--- src/rtl/uart_tx_controller.sv ---
// -----------------------------------------------------------------------------
// uart_tx_controller
//
// Frame sequencer for the UART transmit path. It accepts a parallel word from
// the host, tells the serializer when to capture it and when to shift, works
// out the parity bit, and steers the TX output mux through the start, data,
// parity and stop bits, one bit per clock.
//
// Ports:
//   uart_tx_controller_CLK      bit-rate clock, one serial bit per cycle
//   uart_tx_controller_RST_ASYN asynchronous active-low reset
//   P_DATA      [DATA_WIDTH]    parallel word, valid while DATA_VALID=1
//   DATA_VALID                  request to transmit P_DATA
//   PAR_EN                      1 = insert a parity bit after the data
//   PAR_TYP                     0 = even parity, 1 = odd parity
//   ser_done                    serializer counter is at all-ones
//   ser_load                    serializer captures P_DATA on the next edge
//   ser_en                      serializer shift and counter enable
//   mux_sel     [2]             00 start, 01 stop/idle, 10 data, 11 parity
//   par_bit                     parity bit of the frame being sent
//   busy                        high while a frame is in progress
//
// Optional build macro:
//   UART_TX_CTRL_TWO_STOP_EN    adds a second stop bit (state ST_STOP2); the
//                               back-to-back acceptance point moves from the
//                               first to the second stop bit.
// -----------------------------------------------------------------------------
module uart_tx_controller #(
   parameter int DATA_WIDTH = 8,
   parameter int CNT_WIDTH  = 3
) (
   input  logic                  uart_tx_controller_CLK,
   input  logic                  uart_tx_controller_RST_ASYN,
   input  logic [DATA_WIDTH-1:0] P_DATA,
   input  logic                  DATA_VALID,
   input  logic                  PAR_EN,
   input  logic                  PAR_TYP,
   input  logic                  ser_done,
   output logic                  ser_load,
   output logic                  ser_en,
   output logic [1:0]            mux_sel,
   output logic                  par_bit,
   output logic                  busy
);

   // The serializer counts DATA_WIDTH bits with a CNT_WIDTH-bit counter and
   // flags ser_done at all-ones, so the two widths have to agree.
   if ((2 ** CNT_WIDTH) != DATA_WIDTH) begin : g_cfg_check
      $error("uart_tx_controller: 2**CNT_WIDTH must equal DATA_WIDTH");
   end

   localparam logic [1:0] MUX_START  = 2'b00;
   localparam logic [1:0] MUX_STOP   = 2'b01;
   localparam logic [1:0] MUX_DATA   = 2'b10;
   localparam logic [1:0] MUX_PARITY = 2'b11;

   typedef enum logic [2:0] {
      ST_IDLE,
      ST_START,
      ST_DATA,
      ST_PARITY,
      ST_STOP
`ifdef UART_TX_CTRL_TWO_STOP_EN
      , ST_STOP2
`endif
   } state_t;

   state_t state_q;
   state_t state_d;
   logic   par_en_q;
   logic   par_en_d;
   logic   par_bit_q;
   logic   par_bit_d;
   logic   load_req;

   // State and frame-configuration registers. The parity enable and the
   // parity bit are captured only when a word is accepted, so host-side
   // changes mid-frame never disturb the frame on the wire.
   always_ff @(posedge uart_tx_controller_CLK or negedge uart_tx_controller_RST_ASYN) begin
      if (!uart_tx_controller_RST_ASYN) begin
         state_q   <= ST_IDLE;
         par_en_q  <= 1'b0;
         par_bit_q <= 1'b0;
      end else begin
         state_q   <= state_d;
         par_en_q  <= par_en_d;
         par_bit_q <= par_bit_d;
      end
   end

   // Next-state logic. A word is accepted either from IDLE or from the final
   // stop bit; accepting from the stop bit lets frames run back to back with
   // no idle-high gap. DATA_VALID anywhere else is simply dropped.
   always_comb begin
      state_d   = state_q;
      par_en_d  = par_en_q;
      par_bit_d = par_bit_q;
      load_req  = 1'b0;

      case (state_q)
         ST_IDLE: begin
            if (DATA_VALID) begin
               load_req = 1'b1;
               state_d  = ST_START;
            end
         end

         ST_START: begin
            state_d = ST_DATA;
         end

         // ser_done is high in the cycle that carries the last data bit.
         ST_DATA: begin
            if (ser_done) begin
               state_d = par_en_q ? ST_PARITY : ST_STOP;
            end
         end

         ST_PARITY: begin
            state_d = ST_STOP;
         end

`ifdef UART_TX_CTRL_TWO_STOP_EN
         ST_STOP: begin
            state_d = ST_STOP2;
         end

         ST_STOP2: begin
            if (DATA_VALID) begin
               load_req = 1'b1;
               state_d  = ST_START;
            end else begin
               state_d = ST_IDLE;
            end
         end
`else
         ST_STOP: begin
            if (DATA_VALID) begin
               load_req = 1'b1;
               state_d  = ST_START;
            end else begin
               state_d = ST_IDLE;
            end
         end
`endif

         default: begin
            state_d = ST_IDLE;
         end
      endcase

      // Even parity is the XOR of all data bits; inverting it gives odd.
      if (load_req) begin
         par_en_d  = PAR_EN;
         par_bit_d = (^P_DATA) ^ PAR_TYP;
      end
   end

   // Moore output decode. Only the data state enables the serializer, so its
   // counter is held at zero in every other state and starts each frame clean.
   always_comb begin
      mux_sel = MUX_STOP;
      busy    = 1'b1;
      ser_en  = 1'b0;

      case (state_q)
         ST_IDLE: begin
            busy = 1'b0;
         end

         ST_START: begin
            mux_sel = MUX_START;
         end

         ST_DATA: begin
            mux_sel = MUX_DATA;
            ser_en  = 1'b1;
         end

         ST_PARITY: begin
            mux_sel = MUX_PARITY;
         end

         default: begin
            mux_sel = MUX_STOP;
         end
      endcase
   end

   // ser_load is the one Mealy output. It is qualified with the reset so that
   // a DATA_VALID held high during reset cannot make the serializer load.
   assign ser_load = load_req & uart_tx_controller_RST_ASYN;
   assign par_bit  = par_bit_q;

endmodule
--- config.mk ---
export PLATFORM = sky130hd
export DESIGN_NAME = uart_tx_controller
export DESIGN_NICKNAME = d
export VERILOG_FILES = /design/src/rtl/uart_tx_controller.sv
export SDC_FILE = /design/constraint.sdc
export NUM_CORES = 1
export LEC_CHECK = 0
export CORE_AREA = 2 2 39 41
export CTS_CLUSTER_SIZE = 12
export DETAILED_ROUTE_END_ITERATION = 7
export DIE_AREA = 0 0 41 43
export GPL_TIMING_DRIVEN = 0
export PLACE_DENSITY = 0.53
export RECOVER_POWER = 100
export SLEW_MARGIN = 20
export SYNTH_ARGS = -nofsm -noshare
export SYNTH_HDL_FRONTEND = slang
export SYNTH_SLANG_ARGS = --single-unit
--- constraint.sdc ---
create_clock -name uart_tx_controller_CLK -period 2.85 [get_ports uart_tx_controller_CLK]
set_input_delay 0.7125 -clock uart_tx_controller_CLK [delete_from_list [all_inputs] [get_ports uart_tx_controller_CLK]]
set_output_delay 0.7125 -clock uart_tx_controller_CLK [all_outputs]
set_load 0.01 [all_outputs]
# After elaboration in Yosys (flattened, before gate mapping)
# Cells that the tools add are included.
word_totals:
  reg_bits: 5
  input_bits: 14
  output_inout_bits: 6
  elab_cells: 25
op_classes:
  n_reduce_logical: 4
  eq_ne: 6
  bitwise: 2
  mux: 10
op_table:
  columns: ["cell", "count"]
  rows:
  - ["$pmux W3 S5", 1]
  - ["$mux W3", 3]
  - ["$reduce_xor A8 Y1", 1]
  - ["$eq A3 B2 Y1 const B", 2]
  - ["$pmux W2 S3", 1]
  - ["$mux W1", 5]
  - ["$ne A2 B2 Y1 const B", 2]
  - ["$eq A3 B1 Y1 const B", 1]
  - ["$eq A3 B3 Y1 const B", 1]
  - ["$logic_not A3 Y1", 1]
  - ["$reduce_and A2 Y1", 1]
  - ["$reduce_or A2 Y1", 1]
  - ["$and A1 B1 Y1", 1]
  - ["$xor A1 B1 Y1", 1]

# Depth between registers and ports, before layout
depth:
  word_depth: 4
  mapped_depth: 5
  mapped_depth_nobuf: 4

# Worst setup path before layout
# No wires, ideal clock.
synth_timing:
  kind: "register to output"
  from: "register state_q[1]"
  to: "output port busy"
  slack_ps: 1241
  stages_incl_launch_ff: 3
  t_arrival_ps: 896
  path_buffers: 1
  required_time_ps: 2138
  cell_sequence: "dfrtp_1 -> clkbuf_1 -> or3_1"
synth_between:
  elab_chain_cells: 2
synth_lines:
  columns: ["element", "line", "source"]
  rows:
  - ["from (decl)", "68", "state_t state_q;"]
  - ["from (signal assigned)", "85", "state_q <= state_d;"]
  - ["$logic_not A3 Y1", "166", "case (state_q)"]
  - ["$mux W1", "166", null]
  - ["to (decl)", "43", "output logic busy"]
# Every way passes these cells.

# Worst setup path in the final report
layout_timing:
  from: "input port uart_tx_controller_RST_ASYN"
  to: "output port ser_load"
layout_between:
  elab_chain_cells: 1
layout_lines:
  columns: ["element", "line", "source"]
  rows:
  - ["from (decl)", "33", "input logic uart_tx_controller_RST_ASYN,"]
  - ["$and A1 B1 Y1", "192", "assign ser_load = load_req & uart_tx_controller_RST_ASYN;"]
  - ["to (decl)", "39", "output logic ser_load,"]
# Every way passes these cells.

==> run_results.csv <==
group,metric,value,unit
place,routabilityCongestion,0.626,
layout,diodes,0,
pwr,design_power_total,454,uW
yosys,synth-seq-cells,5,
routing,finalWirelength,638,um
routing,vias_per_cell,4.01,
place,dp.cells,68,
clocking,numClockSinks,5,
floorplanning,io_pins,20,
routing,initial_drt_markers,3,
pwr,power.static_leakage,0.252,nW
layout,drive_gt1_share,7.14,%
timing,timing.setup.tns,0,ns
worst_setup_path,r2r_setup_slk,1.63,ns
routing,wl_met3,26,um
yosys,yosys.area.top_type,"sky130_fd_sc_hd__dfrtp_1",
timing,slew_viol_final,0,
routing,dr_wl_met2,304,um
timing,tightest_slew,0.299,ns
worst_setup_path,cp-start-kind,"primary input",
global_route,grt_antenna_before_repair,0,
yosys,synth_top_cells_by_count,"5 x sky130_fd_sc_hd__dfrtp_1, 4 x sky130_fd_sc_hd__nor2_1, 4 x sky130_fd_sc_hd__xnor2_1",
timing,worst_clock_skew,0.00358,ns
worst_setup_path,cp_data_arrival_time,2.04,ns
routing,drt_drc_violations_left,0,
yosys,postSynthAreaPerCell,9.67,sq um
yosys,netlist_instances,33,
layout,final-instance-count-excl-fill,72,
worst_setup_path,crit_required,2.14,ns
routing,detailroute.via_count,289,
global_route,number_of_global_route_vias_before_repair,271,
worst_setup_path,worstReg2RegEnd,"par_en_q",
timing,slew_headroom,80.0,%
clocking,cts_post_setup_buffers_inserted,0,
floorplanning,num_rows,14,
timing,finalCriticalPeriod,2.76,ns
clocking,cts_repair_resize_count,0,
floorplanning,dieWidth,41,um
timing,fin_worst_hold_slack,0.476,ns
routing,dr.max_layer_used,"met4",
clocking,clock_insertion_delay_worst_skew,0.24,ns
yosys,async_reset_ff_share,100,%
timing,setup_viol,0,
yosys,synth-edff-count,0,
clocking,tritoncts,"done",
yosys,yosys-top-cells-area,"sky130_fd_sc_hd__dfrtp_1 39%, sky130_fd_sc_hd__xnor2_1 11%, sky130_fd_sc_hd__xor2_1 8.2%",
clocking,cts_root_buf,"sky130_fd_sc_hd__clkbuf_4",
global_route,grt_start_max_net_pins,8,
global_route,grt_first_pass_wirelength,1120,um
global_route,grt_usage,10.1,%
floorplanning,die_h,43,um
floorplanning,placeableCoreArea,1380,sq um
yosys,synth_sequential_area_ratio,39.2,%
floorplanning,die-area,1760,sq um
timing,fmax,0.363,GHz
min_path,holdPathStages,2,
pwr,ir_worst_vdd,0.337,mV
yosys,synth-warning-count,0,
layout,final_net_count,71,
outcome,run_status,"completed",
routing,routedLengthMet1,297,um
yosys,synth.distinct_cells,16,
clocking,h-tree-depth,1,
place,dpl.hpwl,532,um
worst_setup_path,rr_worst_depth,4,
layout,num-fill-cells,150,
yosys,synth.net_count,47,
layout,finalInstanceArea,556,sq um
yosys,post_synth_instance_area,319,sq um
worst_setup_path,cp_max_fo,6,
clocking,clk_path_buf_depth,2,
worst_setup_path,setup_crit_end_kind,"output port",
yosys,ys_dominant_reg_cell,"sky130_fd_sc_hd__dfrtp_1",
floorplanning,initial_core_util,23.1,%
timing,rsz_0062_raised_after_global_routing,"false",
min_path,worst_min_path_start,"par_bit",
timing,final_min_period_over_clock_period,96.7,%
worst_setup_path,worstReg2RegStart,"state_q[1]",
global_route,globalRouteOverflowTotal,0,
layout,seqCellArea,125,sq um
routing,route.antenna.remaining_nets,0,
yosys,synthDominantCellAreaShare,39.2,%
worst_setup_path,critPathKind,"in -> out",
clocking,cts_buffers,3,
layout,syn2layout_area_growth,74.1,%
routing,detail_route.wl_per_cell,8.86,um
place,placed_cell_area,529,sq um
clocking,worst_setup_hold_path_clk_slew,0.04,ns
clocking,cts_hold_buffers,0,
min_path,hold_class,"reg -> reg",
timing,report.final.hold_viol_count,0,
min_path,hold_end,"par_bit",
layout,multiInputGateArea,183,sq um
routing,drt_pass1_iterations,3,
place,place.port_buffers,19,
yosys,most_instantiated_library_cell_after_synthesis,"sky130_fd_sc_hd__dfrtp_1",
job,maxCapViolations,0,
pwr,power.density_cell_area,817,nW/um^2
==> worst max-delay path by stage <==
stage | slack (ns) | startpoint | cells after the start | to
2_1_floorplan | 1.24 | state_q[1] | 2 | busy
3_3_place_gp | 0.08 | uart_tx_controller_RST_ASYN | 3 | ser_load
3_5_place_dp | 0.07 | uart_tx_controller_RST_ASYN | 3 | ser_load
4_1_cts | 0.06 | uart_tx_controller_RST_ASYN | 3 | ser_load
5_1_grt | 0.04 | uart_tx_controller_RST_ASYN | 3 | ser_load
6_report | 0.09 | uart_tx_controller_RST_ASYN | 3 | ser_load
==> report_power, final <==
| part | switching [mW] | internal [mW] |
|---|---|---|
| registers | 0.0257 | 0.103 |
| clock network | 0.0284 | 0.0529 |
| logic | 0.102 | 0.142 |
==> cell families after synthesis <==
group	after synthesis	share of synthesized area, %
buffers and inverters	3	3.53
muxes	2	6.67
and+or+nand+nor	12	19.6
AOI/OAI and AO/OA	3	4.70
xor gates and xnor gates	8	26.3
DFF	5	39.2
==> layout make-up <==
type	count	area share, %
Buffer	1	0.676
Clock buffer	4	4.73
Inverter	2	1.35
Multi-Input combinational cell	25	32.9
Sequential cell	5	22.5
Tap cell	16	3.60
Timing Repair Buffer	19	34.2
==> state kept, by name, summed over array words and instances (netlist names) <==
name / cells
par_bit: 1
par_en_q: 1
state_q: 3
==> per-stage QoR <==
stage | setup slack (ns) | util [%]
finish | 0.0941 | 40.1
global route | 0.0396 | 40.1
CTS | 0.0644 | 40.1
detailed placement | 0.0652 | 38.2
global placement | 0.0773 | 38.2
floorplan | 1.24 | -
==> metal layers <==
metal  GRT usage (%)  vias up
met5               0        -
li1                -      153
met1            12.1      127
met2            12.2        7
met3            4.71        2
met4            10.0        0
==> layout by cell type (no fill, tap or decap), types with 3 or more instances in the layout <==
master	netlist	layout
sky130_fd_sc_hd__nand2b_1	3	3
sky130_fd_sc_hd__clkbuf_4	0	3
sky130_fd_sc_hd__clkdlybuf4s50_1	0	12
sky130_fd_sc_hd__nor2_1	4	4
sky130_fd_sc_hd__dlygate4sd3_1	0	7
sky130_fd_sc_hd__dfrtp_1	5	5
sky130_fd_sc_hd__xnor2_1	4	4
sky130_fd_sc_hd__xor2_1	3	3
==> worst max-delay path, stage by stage <==
cell and delay, ns:
sky130_fd_sc_hd__clkdlybuf4s50_1 0.61, sky130_fd_sc_hd__and3_1 0.19, sky130_fd_sc_hd__clkdlybuf4s50_1 0.53
Power figures use the tool's default switching activity.
